`src/rtl/timer_base_ctrl.sv`:
```
// Shared time base (prescaler, auto-reload, repetition) for the timer channels,
// plus the pending/enable interrupt aggregation for overflow and capture events.
module timer_base_ctrl #(
    parameter int timer_width = 16,
    parameter int channel_n   = 4
) (
    input  logic                   clk,
    input  logic                   reset,
    input  logic                   timer_run_set,
    input  logic                   timer_run_clr,
    input  logic [timer_width-1:0] timer_psc,
    input  logic [timer_width-1:0] timer_arr,
    input  logic [7:0]             timer_rep,
    output logic [timer_width-1:0] timer_cnt_now_v,
    output logic                   timer_started,
    output logic                   timer_expired,
    input  logic [channel_n-1:0]   cap_itr_req,
    input  logic [channel_n:0]     itr_en,
    input  logic [channel_n:0]     itr_pnd_clr,
    output logic [channel_n:0]     itr_pnd,
    output logic                   itr_req
);

    typedef enum logic {IDLE, RUN} state_e;

    localparam logic [timer_width-1:0] ONE = {{(timer_width-1){1'b0}}, 1'b1};

    state_e                 state_q, state_d;
    logic [timer_width-1:0] cnt_q, cnt_d;
    logic [timer_width-1:0] psc_cnt_q, psc_cnt_d;
    logic [timer_width-1:0] psc_sh_q, psc_sh_d;
    logic [timer_width-1:0] arr_sh_q, arr_sh_d;
    logic [7:0]             rep_sh_q, rep_sh_d;
    logic [7:0]             rep_cnt_q, rep_cnt_d;
    logic                   expired_q, expired_d;
    logic [channel_n:0]     pnd_q, pnd_d;
    logic                   tick;
    logic                   ovf;

    // A stop request freezes the counters in the same cycle, so no tick is taken.
    assign tick = (state_q == RUN) && !timer_run_clr && (psc_cnt_q == psc_sh_q);
    assign ovf  = tick && (cnt_q == arr_sh_q);

    always_ff @(posedge clk) begin
        if (reset) begin
            state_q   <= IDLE;
            cnt_q     <= '0;
            psc_cnt_q <= '0;
            psc_sh_q  <= '0;
            arr_sh_q  <= '0;
            rep_sh_q  <= '0;
            rep_cnt_q <= '0;
            expired_q <= 1'b0;
            pnd_q     <= '0;
        end else begin
            state_q   <= state_d;
            cnt_q     <= cnt_d;
            psc_cnt_q <= psc_cnt_d;
            psc_sh_q  <= psc_sh_d;
            arr_sh_q  <= arr_sh_d;
            rep_sh_q  <= rep_sh_d;
            rep_cnt_q <= rep_cnt_d;
            expired_q <= expired_d;
            pnd_q     <= pnd_d;
        end
    end

    always_comb begin
        state_d   = state_q;
        cnt_d     = cnt_q;
        psc_cnt_d = psc_cnt_q;
        psc_sh_d  = psc_sh_q;
        arr_sh_d  = arr_sh_q;
        rep_sh_d  = rep_sh_q;
        rep_cnt_d = rep_cnt_q;
        expired_d = 1'b0;

        case (state_q)
            IDLE: begin
                if (timer_run_set && !timer_run_clr) begin
                    state_d   = RUN;
                    psc_sh_d  = timer_psc;
                    arr_sh_d  = timer_arr;
                    rep_sh_d  = timer_rep;
                    psc_cnt_d = '0;
                    cnt_d     = '0;
                    rep_cnt_d = '0;
                end
            end
            RUN: begin
                if (timer_run_clr) begin
                    state_d = IDLE;
                end else if (tick) begin
                    psc_cnt_d = '0;
                    if (ovf) begin
                        cnt_d     = '0;
                        expired_d = 1'b1;
                        psc_sh_d  = timer_psc;
                        arr_sh_d  = timer_arr;
                        // Non-zero repetition: last overflow ends the run on the same edge.
                        if (rep_sh_q != 8'd0) begin
                            rep_cnt_d = rep_cnt_q + 8'd1;
                            if (rep_cnt_q + 8'd1 == rep_sh_q) begin
                                state_d = IDLE;
                            end
                        end
                    end else begin
                        cnt_d = cnt_q + ONE;
                    end
                end else begin
                    psc_cnt_d = psc_cnt_q + ONE;
                end
            end
            default: state_d = IDLE;
        endcase

        // Set has priority over a simultaneous write-1-to-clear.
        pnd_d = (pnd_q & ~itr_pnd_clr) | {cap_itr_req, ovf};
    end

    assign timer_cnt_now_v = cnt_q;
    assign timer_started   = (state_q == RUN);
    assign timer_expired   = expired_q;
    assign itr_pnd         = pnd_q;
    assign itr_req         = |(pnd_q & itr_en);

endmodule

```
`config.mk`:
```
export PLATFORM = sky130hd
export DESIGN_NAME = timer_base_ctrl
export DESIGN_NICKNAME = d
export VERILOG_FILES = /design/src/rtl/timer_base_ctrl.sv
export SDC_FILE = /design/constraint.sdc
export NUM_CORES = 1
export LEC_CHECK = 0
export ABC_CLOCK_PERIOD_IN_PS = 2450
export CAP_MARGIN = 20
export CORE_MARGIN = 5
export CORE_UTILIZATION = 52
export CTS_CLUSTER_SIZE = 40
export DETAILED_ROUTE_END_ITERATION = 12
export GPL_TIMING_DRIVEN = 1
export HOLD_SLACK_MARGIN = 0.03
export PLACE_DENSITY = 0.78
export SLEW_MARGIN = 20
export SYNTH_ARGS = -nofsm -noshare
export SYNTH_HDL_FRONTEND = slang
export SYNTH_SLANG_ARGS = --single-unit
```
`constraint.sdc`:
```
create_clock -name clk -period 2.45 [get_ports clk]
set_input_delay 0.245 -clock clk [delete_from_list [all_inputs] [get_ports clk]]
set_output_delay 0.245 -clock clk [all_outputs]
set_load 0.01 [all_outputs]
```
* Word-level counts from Yosys, hierarchy flattened *
Index checks and enable logic that the tools add are counted.
W data, S select, Z words.

word-level totals
  output and inout bits = 24
  bits in registers = 87
  word-level logic and storage cells = 71
  bits of input ports = 58

operators by class
  mux-type cells = 32
  equality and inequality tests = 8
  bitwise logic cells = 6
  reductions and logical operators = 13
  add/subtract/negate cells = 3

operator list
  operator                 number
  $mux W16                 14
  $pmux W16 S2             4
  $mux W8                  5
  $add A16 B1 Y16 const B  2
  $eq A16 B16 Y1           2
  $pmux W8 S2              1
  $and A5 B5 Y5            2
  $add A8 B1 Y8 const B    1
  $eq A8 B8 Y1             1
  $reduce_bool A8 Y1       1
  $mux W1                  7
  $ne A2 B1 Y1 const B     3
  $not A5 Y5               1
  $or A5 B5 Y5             1
  $reduce_and A5 Y1        1
  $reduce_or A5 Y1         1
  $logic_and A1 B1 Y1      4
  $ne A2 B2 Y1 const B     2
  $reduce_and A2 Y1        2
  $reduce_and A4 Y1        1
  $reduce_or A4 Y1         1
  $reduce_and A3 Y1        1
  $not A1 Y1               2
  $pmux W1 S2              1
  $logic_not A1 Y1         1

* Logic depth before layout (Yosys ltp) *
Gate-level depths: netlist (run 1).

  word-level depth = 8
  depth in mapped cells = 10
  mapped depth without buffers = 7

* Worst setup path after synthesis (run 1) *
No wires, ideal clock.

  path type = flip-flop to flip-flop
  start = register psc_cnt_q[10]
  end = register cnt_q[14], in the netlist timer_cnt_now_v[14]
  clock period less this slack = 2.045 ns
  arrival time = 1.975 ns
  setup slack = 0.405 ns
  cell stages (with the launch flop) = 7
  setup time = 0.070 ns
  cell sequence = dfxtp_1 xnor2_1 nand4_1 or4b_4 o31a_1 or3b_1 a21oi_1

on the way
  cells in the longest elaborated chain, start to end = 7
  elaborated cells on any way between the ends = 9

RTL lines
  element                  line  RTL
  start, declared          30    logic [timer_width-1:0] psc_cnt_q, psc_cnt_d;
  start signal, assigned   58    psc_cnt_q <= psc_cnt_d;
  $eq A16 B16 Y1 (*)       41    assign tick = (state_q == RUN) && !timer_run_clr && (psc_cnt_q == psc_sh_q);
  $logic_and A1 B1 Y1 (*)  41
  $logic_and A1 B1 Y1      42    assign ovf = tick && (cnt_q == arr_sh_q);
  $mux W16                 95    if (ovf) begin
  $mux W16                 93    end else if (tick) begin
  $mux W16                 91    if (timer_run_clr) begin
  $pmux W16 S2             78    case (state_q)
  end signal, assigned     57    cnt_q <= cnt_d;
  end, declared            29    logic [timer_width-1:0] cnt_q, cnt_d;

Mark *: on every way between the ends. The rest lies on a longest branch, timed or not. The select of a mux whose other input is x is not followed.
A chain may end at the register's enable or synchronous reset.

* Worst setup path after layout (run 1) *
  start = register cnt_q[14], in the netlist timer_cnt_now_v[14]
  end = register rep_cnt_q[2]

on the way
  cells in the longest elaborated chain, start to end = 4

RTL lines
  element                             line  RTL
  $eq A16 B16 Y1                      42
  $logic_and A1 B1 Y1                 42
  $ne A2 B1 Y1 (no source line)       --
  $reduce_and A5 Y1 (no source line)  --
  end signal, assigned                62    rep_cnt_q <= rep_cnt_d;
  end, declared                       34    logic [7:0] rep_cnt_q, rep_cnt_d;

Every way passes these cells.

==> results of run 1 <==
-- critical path, stage by stage (launching register included) --
cell and delay [ns]:
dfxtp_1 0.49, xor2_1 0.12, nor4_1 0.39, and4_2 0.40, nand4_1 0.26, or3_1 0.38
a21oi_1 0.13
-- cell usage in the layout (no fill, tap or decap), types with 3 or more instances in the layout --
| cell type | n |
|---|---|
| xor2_1 | 40 |
| buf_4 | 16 |
| bufinv_16 | 3 |
| o211ai_1 | 6 |
| nor2_1 | 30 |
| o31ai_1 | 7 |
| a21oi_1 | 63 |
| clkbuf_8 | 9 |
| xnor2_1 | 21 |
| nor4_1 | 9 |
| or3_1 | 5 |
| clkdlybuf4s50_1 | 80 |
| inv_1 | 11 |
| o21ai_0 | 42 |
| and3_1 | 5 |
| ha_1 | 3 |
| nand2_1 | 47 |
| o21a_1 | 3 |
| or4_1 | 7 |
| nand3_1 | 48 |
| nor3_1 | 7 |
| nand4_1 | 11 |
| dfxtp_1 | 87 |
-- kinds of logic after synthesis --
group / Yosys count / synth area share [%]
compound gates: 138 / 18.6
xor+xnor: 61 / 12.6
fa+ha+maj: 3 / 0.882
buf+inv: 43 / 4.32
flops: 87 / 40.9
mux: 1 / 0.235
simple gates: 185 / 22.5
-- report_power, final --
group	total [W]	internal, W	switching, W
Combinational	0.000385	0.000194	0.000191
Sequential	0.00149	0.00146	0.0000370
Clock	0.00122	0.000681	0.000537
-- metal layers --
layer  GRT usage (%)  up-vias  routed length (um)
met4            6.63        0                 214
met5               0        -                   0
li1                -     2003                   -
met2            37.7      131                5500
met1            27.9     1913                4690
met3            4.91       24                 668
-- final timing paths --
kind                       start  cells past startpoint  slack [ns]                 end
max          timer_cnt_now_v[14]                      6        0.20        rep_cnt_q[2]
min                        reset                      3        0.27  timer_cnt_now_v[1]
max reg2reg  timer_cnt_now_v[14]                      6        0.20        rep_cnt_q[2]
min reg2reg          psc_sh_q[8]                      2        0.48         psc_sh_q[8]
-- through the flow --
step | setup WS (ns) | utilization, %
3_3_place_gp | 0.239 | 64.4
6_report | 0.202 | 67.5
5_1_grt | -0.0331 | 67.5
2_1_floorplan | 0.405 | -
3_5_place_dp | 0.214 | 64.4
4_1_cts | 0.150 | 67.5
-- sequential cells by signal, summed over array words and instances, names as in the netlist --
signal           count
rep_sh_q             8
psc_cnt_q           16
arr_sh_q            16
itr_pnd              5
timer_cnt_now_v     16
timer_expired        1
psc_sh_q            16
timer_started        1
rep_cnt_q            8
-- layout make-up --
class | instances | area (um^2)
inverters | 12 | 45.0
well taps | 105 | 131
repair buffers | 99 | 966
fillers | 694 | 2630
clock inverters | 7 | 120
clock buffers | 9 | 124
multi-input cells | 388 | 2330
flip-flops and latches | 87 | 1740
==> impl_metrics.toml, run 1 <==
[outcome]
status = "complete, no violations"

[synthesis]
synth_ff_type = "dfxtp_1"
seq_area_frac_synth_pct = 40.9
yosysTopAreaCell = "dfxtp_1"
synthTopCellsByCount = "dfxtp_1 (87), a21oi_1 (63), nand3_1 (48), nand2_1 (47), o21ai_0 (42)"
postSynthAreaPerCell_um2 = 8.22
synth_cell_type_count = 49
syn-num-nets = 579
synth-edff-count = 0
synth.most_common_cell = "dfxtp_1"
ys_ff_latch = 87
synth_cells = 518
synth_top_area_share_pct = 40.9
netlist_area_um2 = 4260
async_flop_share_pct = 0
ys_warn_count = 0
synth_area_leaders = "dfxtp_1 (41%), xor2_1 (8.2%), a21oi_1 (7.4%), nand3_1 (5.6%), o21ai_0 (4.9%)"

[sta]
finalSetupViolations = 0
finalHoldViolations = 0
max_slew_margin_pct = 62.8
clock_skew_ns = 0.0119
period_needed_ns = 2.25
finalCritPeriodShare_pct = 91.8
hold_ws_ns = 0.272
timing.fmax_ghz = 0.445
finalSetupTns_ns = 0
worstMarginPinSlew_ns = 0.557
slew_violations = 0

[power]
power_density_nw_per_um2 = 567
irDropWorstVdd_v = 0.000344
finalPower_w = 0.00309
power_leakage_nw = 2.00

[global_routing]
grt-ovfl-total = 0
grt_use_total_pct = 22.1
grt_max_degree = 54
grt_first_pass_wirelength_mm = 18.2
grt_antenna_before_repair = 0
grt_pass1_vias = 3907

[routing]
dr_total_vias = 4071
first_pass_iters = 5
routed_wl_mm = 11.1
ant_nets = 0
via_per_inst = 5.76
drc = 0
avgRoutedWirePerCell_um = 15.7
drt_iter0_drc = 289

[die]
dieWidth_um = 100
io_pins = 82
start_util_pct = 52.6
rows = 33
coreArea_um2 = 8090
die_h_um = 100
dieArea_um2 = 10100

[critical_path]
crit_arrival_ns = 2.54
path_class = "flop to flop"
cp_max_fo = 7
endpoint_kind = "flop"
startpoint_type = "flop"
cp.required_ns = 2.74

[layout]
fin_area_um2 = 5460
nets = 658
antenna_cells = 0
drive_gt1_share_pct = 7.31
synthToLayoutAreaGrowth_pct = 28.3
finalNonFillerCells = 707

[clock_tree]
cts.sink_count = 87
clk_pin_slew_ns = 0.09
clk_path_buf_depth = 2
cts_resized = 0
cts_buffers = 9
h-tree-depth = 3
holdBufCountCts = 0
clock_latency_ns = 0.36
tritoncts = "yes"
cts_root_buf = "clkbuf_8"
cts_setup_buffers = 0

[place]
placed_area_um2 = 5220
portBuffers = 81
dp_hpwl_mm = 7.96
dp.cells = 691
place_congestion = 0.852

[run]
drv_cap = 0

[min_path]
worstHoldPathType = "primary input to flop"
(Power assumes the default switching activity.)
==> run 2, diff against run 1 <==
--- a/config.mk
+++ b/config.mk
@@ -14,6 +14,7 @@
 export GPL_TIMING_DRIVEN = 1
 export HOLD_SLACK_MARGIN = 0.03
 export PLACE_DENSITY = 0.78
+export REMOVE_ABC_BUFFERS = 1
 export SLEW_MARGIN = 20
 export SYNTH_ARGS = -nofsm -noshare
 export SYNTH_HDL_FRONTEND = slang
==> run 2 against run 1 <==
Final cell count up 0.99%. Die area unchanged. Clock-buffer cell count up 1. Critical path depth up 2. Sequential power about the same. Global-route usage up 0.44 points. Worst setup slack better by 0.035 ns.
==> impl_metrics.toml, run 2 (synthesized netlist as in run 1, its figures left out) <==
[power]
seqPwrFrac_pct = 53.0
p_int_w = 0.00203
p_switching_w = 0.000777
p_comb_share_pct = 14.2
power_density_nw_per_um2 = 515
power_leakage_nw = 2.00
irDropWorstVdd_v = 0.000308
switching_share_pct = 27.7
power.clock.fraction_pct = 32.8

[sta]
grt_setup_unrepaired = "false"
finalHoldViolations = 0
finalSetupViolations = 0
worstMarginPinSlew_ns = 0.607
finalSetupTns_ns = 0
slew_violations = 0
clock_skew_ns = 0.00763
finalCritPeriodShare_pct = 90.3
fin_ws_ns = 0.237
max_slew_margin_pct = 59.0
period_needed_ns = 2.21
timing.fmax_ghz = 0.452

[critical_path]
cp_common_cell = "buf_4"
path_class = "flop to flop"
crit_arrival_ns = 2.45
path_cells = "xor2_1 > nor4_1 > buf_4 > and4_1 > o211ai_1 > buf_4 > nand3_1 > a21oi_1"
startpoint_type = "flop"
cp.required_ns = 2.68
cp_max_fo = 28
rr_worst_depth = 8
endpoint_kind = "flop"
crit_path_top_delay_cell = "dfxtp_1"
slowest_delay_ns = 0.38

[min_path]
min_path_cells = 3
worstHoldPathType = "primary input to flop"

[routing]
dr_total_vias = 4106
routed_wl_mm = 11.3
first_pass_iters = 4
drc = 0
drt_iter0_drc = 226
ant_nets = 0
via_per_inst = 5.75
avgRoutedWirePerCell_um = 15.9

[place]
dpl_worst_slack_ns = 0.235
portBuffers = 81
place_congestion = 0.922
dp_hpwl_mm = 8.27

[die]
coreArea_um2 = 8090
rows = 33
dieArea_um2 = 10100
io_pins = 82
start_util_pct = 52.6
die_h_um = 100
dieWidth_um = 100

[global_routing]
grt_pass1_vias = 4044
grt_use_total_pct = 22.6
grt_first_pass_wirelength_mm = 18.3
grt_antenna_before_repair = 0
grt-ovfl-total = 0
grt_max_degree = 54

[clock_tree]
cts_root_buf = "clkbuf_8"
clk_path_buf_depth = 2
holdBufCountCts = 0
h-tree-depth = 3
cts.sink_count = 87
clk_pin_slew_ns = 0.09
clock_latency_ns = 0.37
cts_resized = 0
tritoncts = "yes"
cts_buffers = 9
cts_setup_buffers = 0

[layout]
antenna_cells = 0
nets = 665
final_core_utilization_pct = 67.4
drive_gt1_share_pct = 8.05
final_cell_mix = "dfxtp_1 (87), clkdlybuf4s50_1 (80), a21oi_1 (63)"
mostFrequentLayoutCell = "dfxtp_1"
nFillCells = 712
synthToLayoutAreaGrowth_pct = 28.2
multi_input_area_um2 = 2330
ff_latch_area_um2 = 1740

[run]
drv_cap = 0

[outcome]
status = "complete, no violations"
## run 2: changes by cell type in the layout (fill, tap and decap cells not counted), sizes merged
cell	change
buf	+7
bufinv	-3
clkbuf	+1
clkinv	+3
inv	-1
## run 2: critical path, delay by kind of cell, from the launching register on
kind / cells / cell delay (ns)
buffers and inverters: 2 / 0.47
DFF: 1 / 0.38
xor gates and xnor gates: 1 / 0.18
AOI/OAI and AO/OA: 2 / 0.26
and+or+nand+nor: 3 / 0.78
## run 2: path summary, 6_finish.rpt
| check | start | end | slack (ns) |
|---|---|---|---|
| max | timer_cnt_now_v[4] | psc_sh_q[15] | 0.24 |
| min | reset | timer_cnt_now_v[1] | 0.30 |
| max reg2reg | timer_cnt_now_v[4] | psc_sh_q[15] | 0.24 |
| min reg2reg | arr_sh_q[0] | arr_sh_q[0] | 0.48 |
## run 2: final cells by class
cell class	count	area share, %
sequential	87	31.9
clock inverter	6	0.872
clock buffer	10	2.34
timing repair buffer	106	18.9
multi-input combinational	388	42.7
inverter	12	0.826
tap	105	2.41
## run 2: routing by layer
layer / share of wire, % / GRT usage [%] / vias to the layer above
met2: 51 / 40.3 / 116
li1: - / - / 2019
met4: 1.9 / 6.84 / 0
met1: 42 / 27.0 / 1948
met3: 5.3 / 4.91 / 23
met5: 0 / 0 / -
## run 2: power groups by stage
stage | Clock, W | Combinational [W] | Sequential, W
after floorplan | 0 | 0.000178 | 0.00152
after global placement | 0 | 0.000386 | 0.00152
after detailed placement | 0 | 0.000396 | 0.00152
after CTS | 0.000922 | 0.000399 | 0.00149
after global routing | 0.000990 | 0.000433 | 0.00149
final | 0.000920 | 0.000400 | 0.00149
## run 2: through the flow
step | area [um^2] | cells | power, W | hold WS (ns)
4_1_cts | 5460 | 714 | 0.00281 | 0.292
2_1_floorplan | 4120 | 487 | 0.00170 | 0.314
3_5_place_dp | 5280 | 698 | 0.00192 | 0.470
5_1_grt | 5460 | 714 | 0.00292 | 0.321
3_3_place_gp | 5280 | 698 | 0.00191 | 0.462
6_report | 5460 | 714 | 0.00281 | 0.301
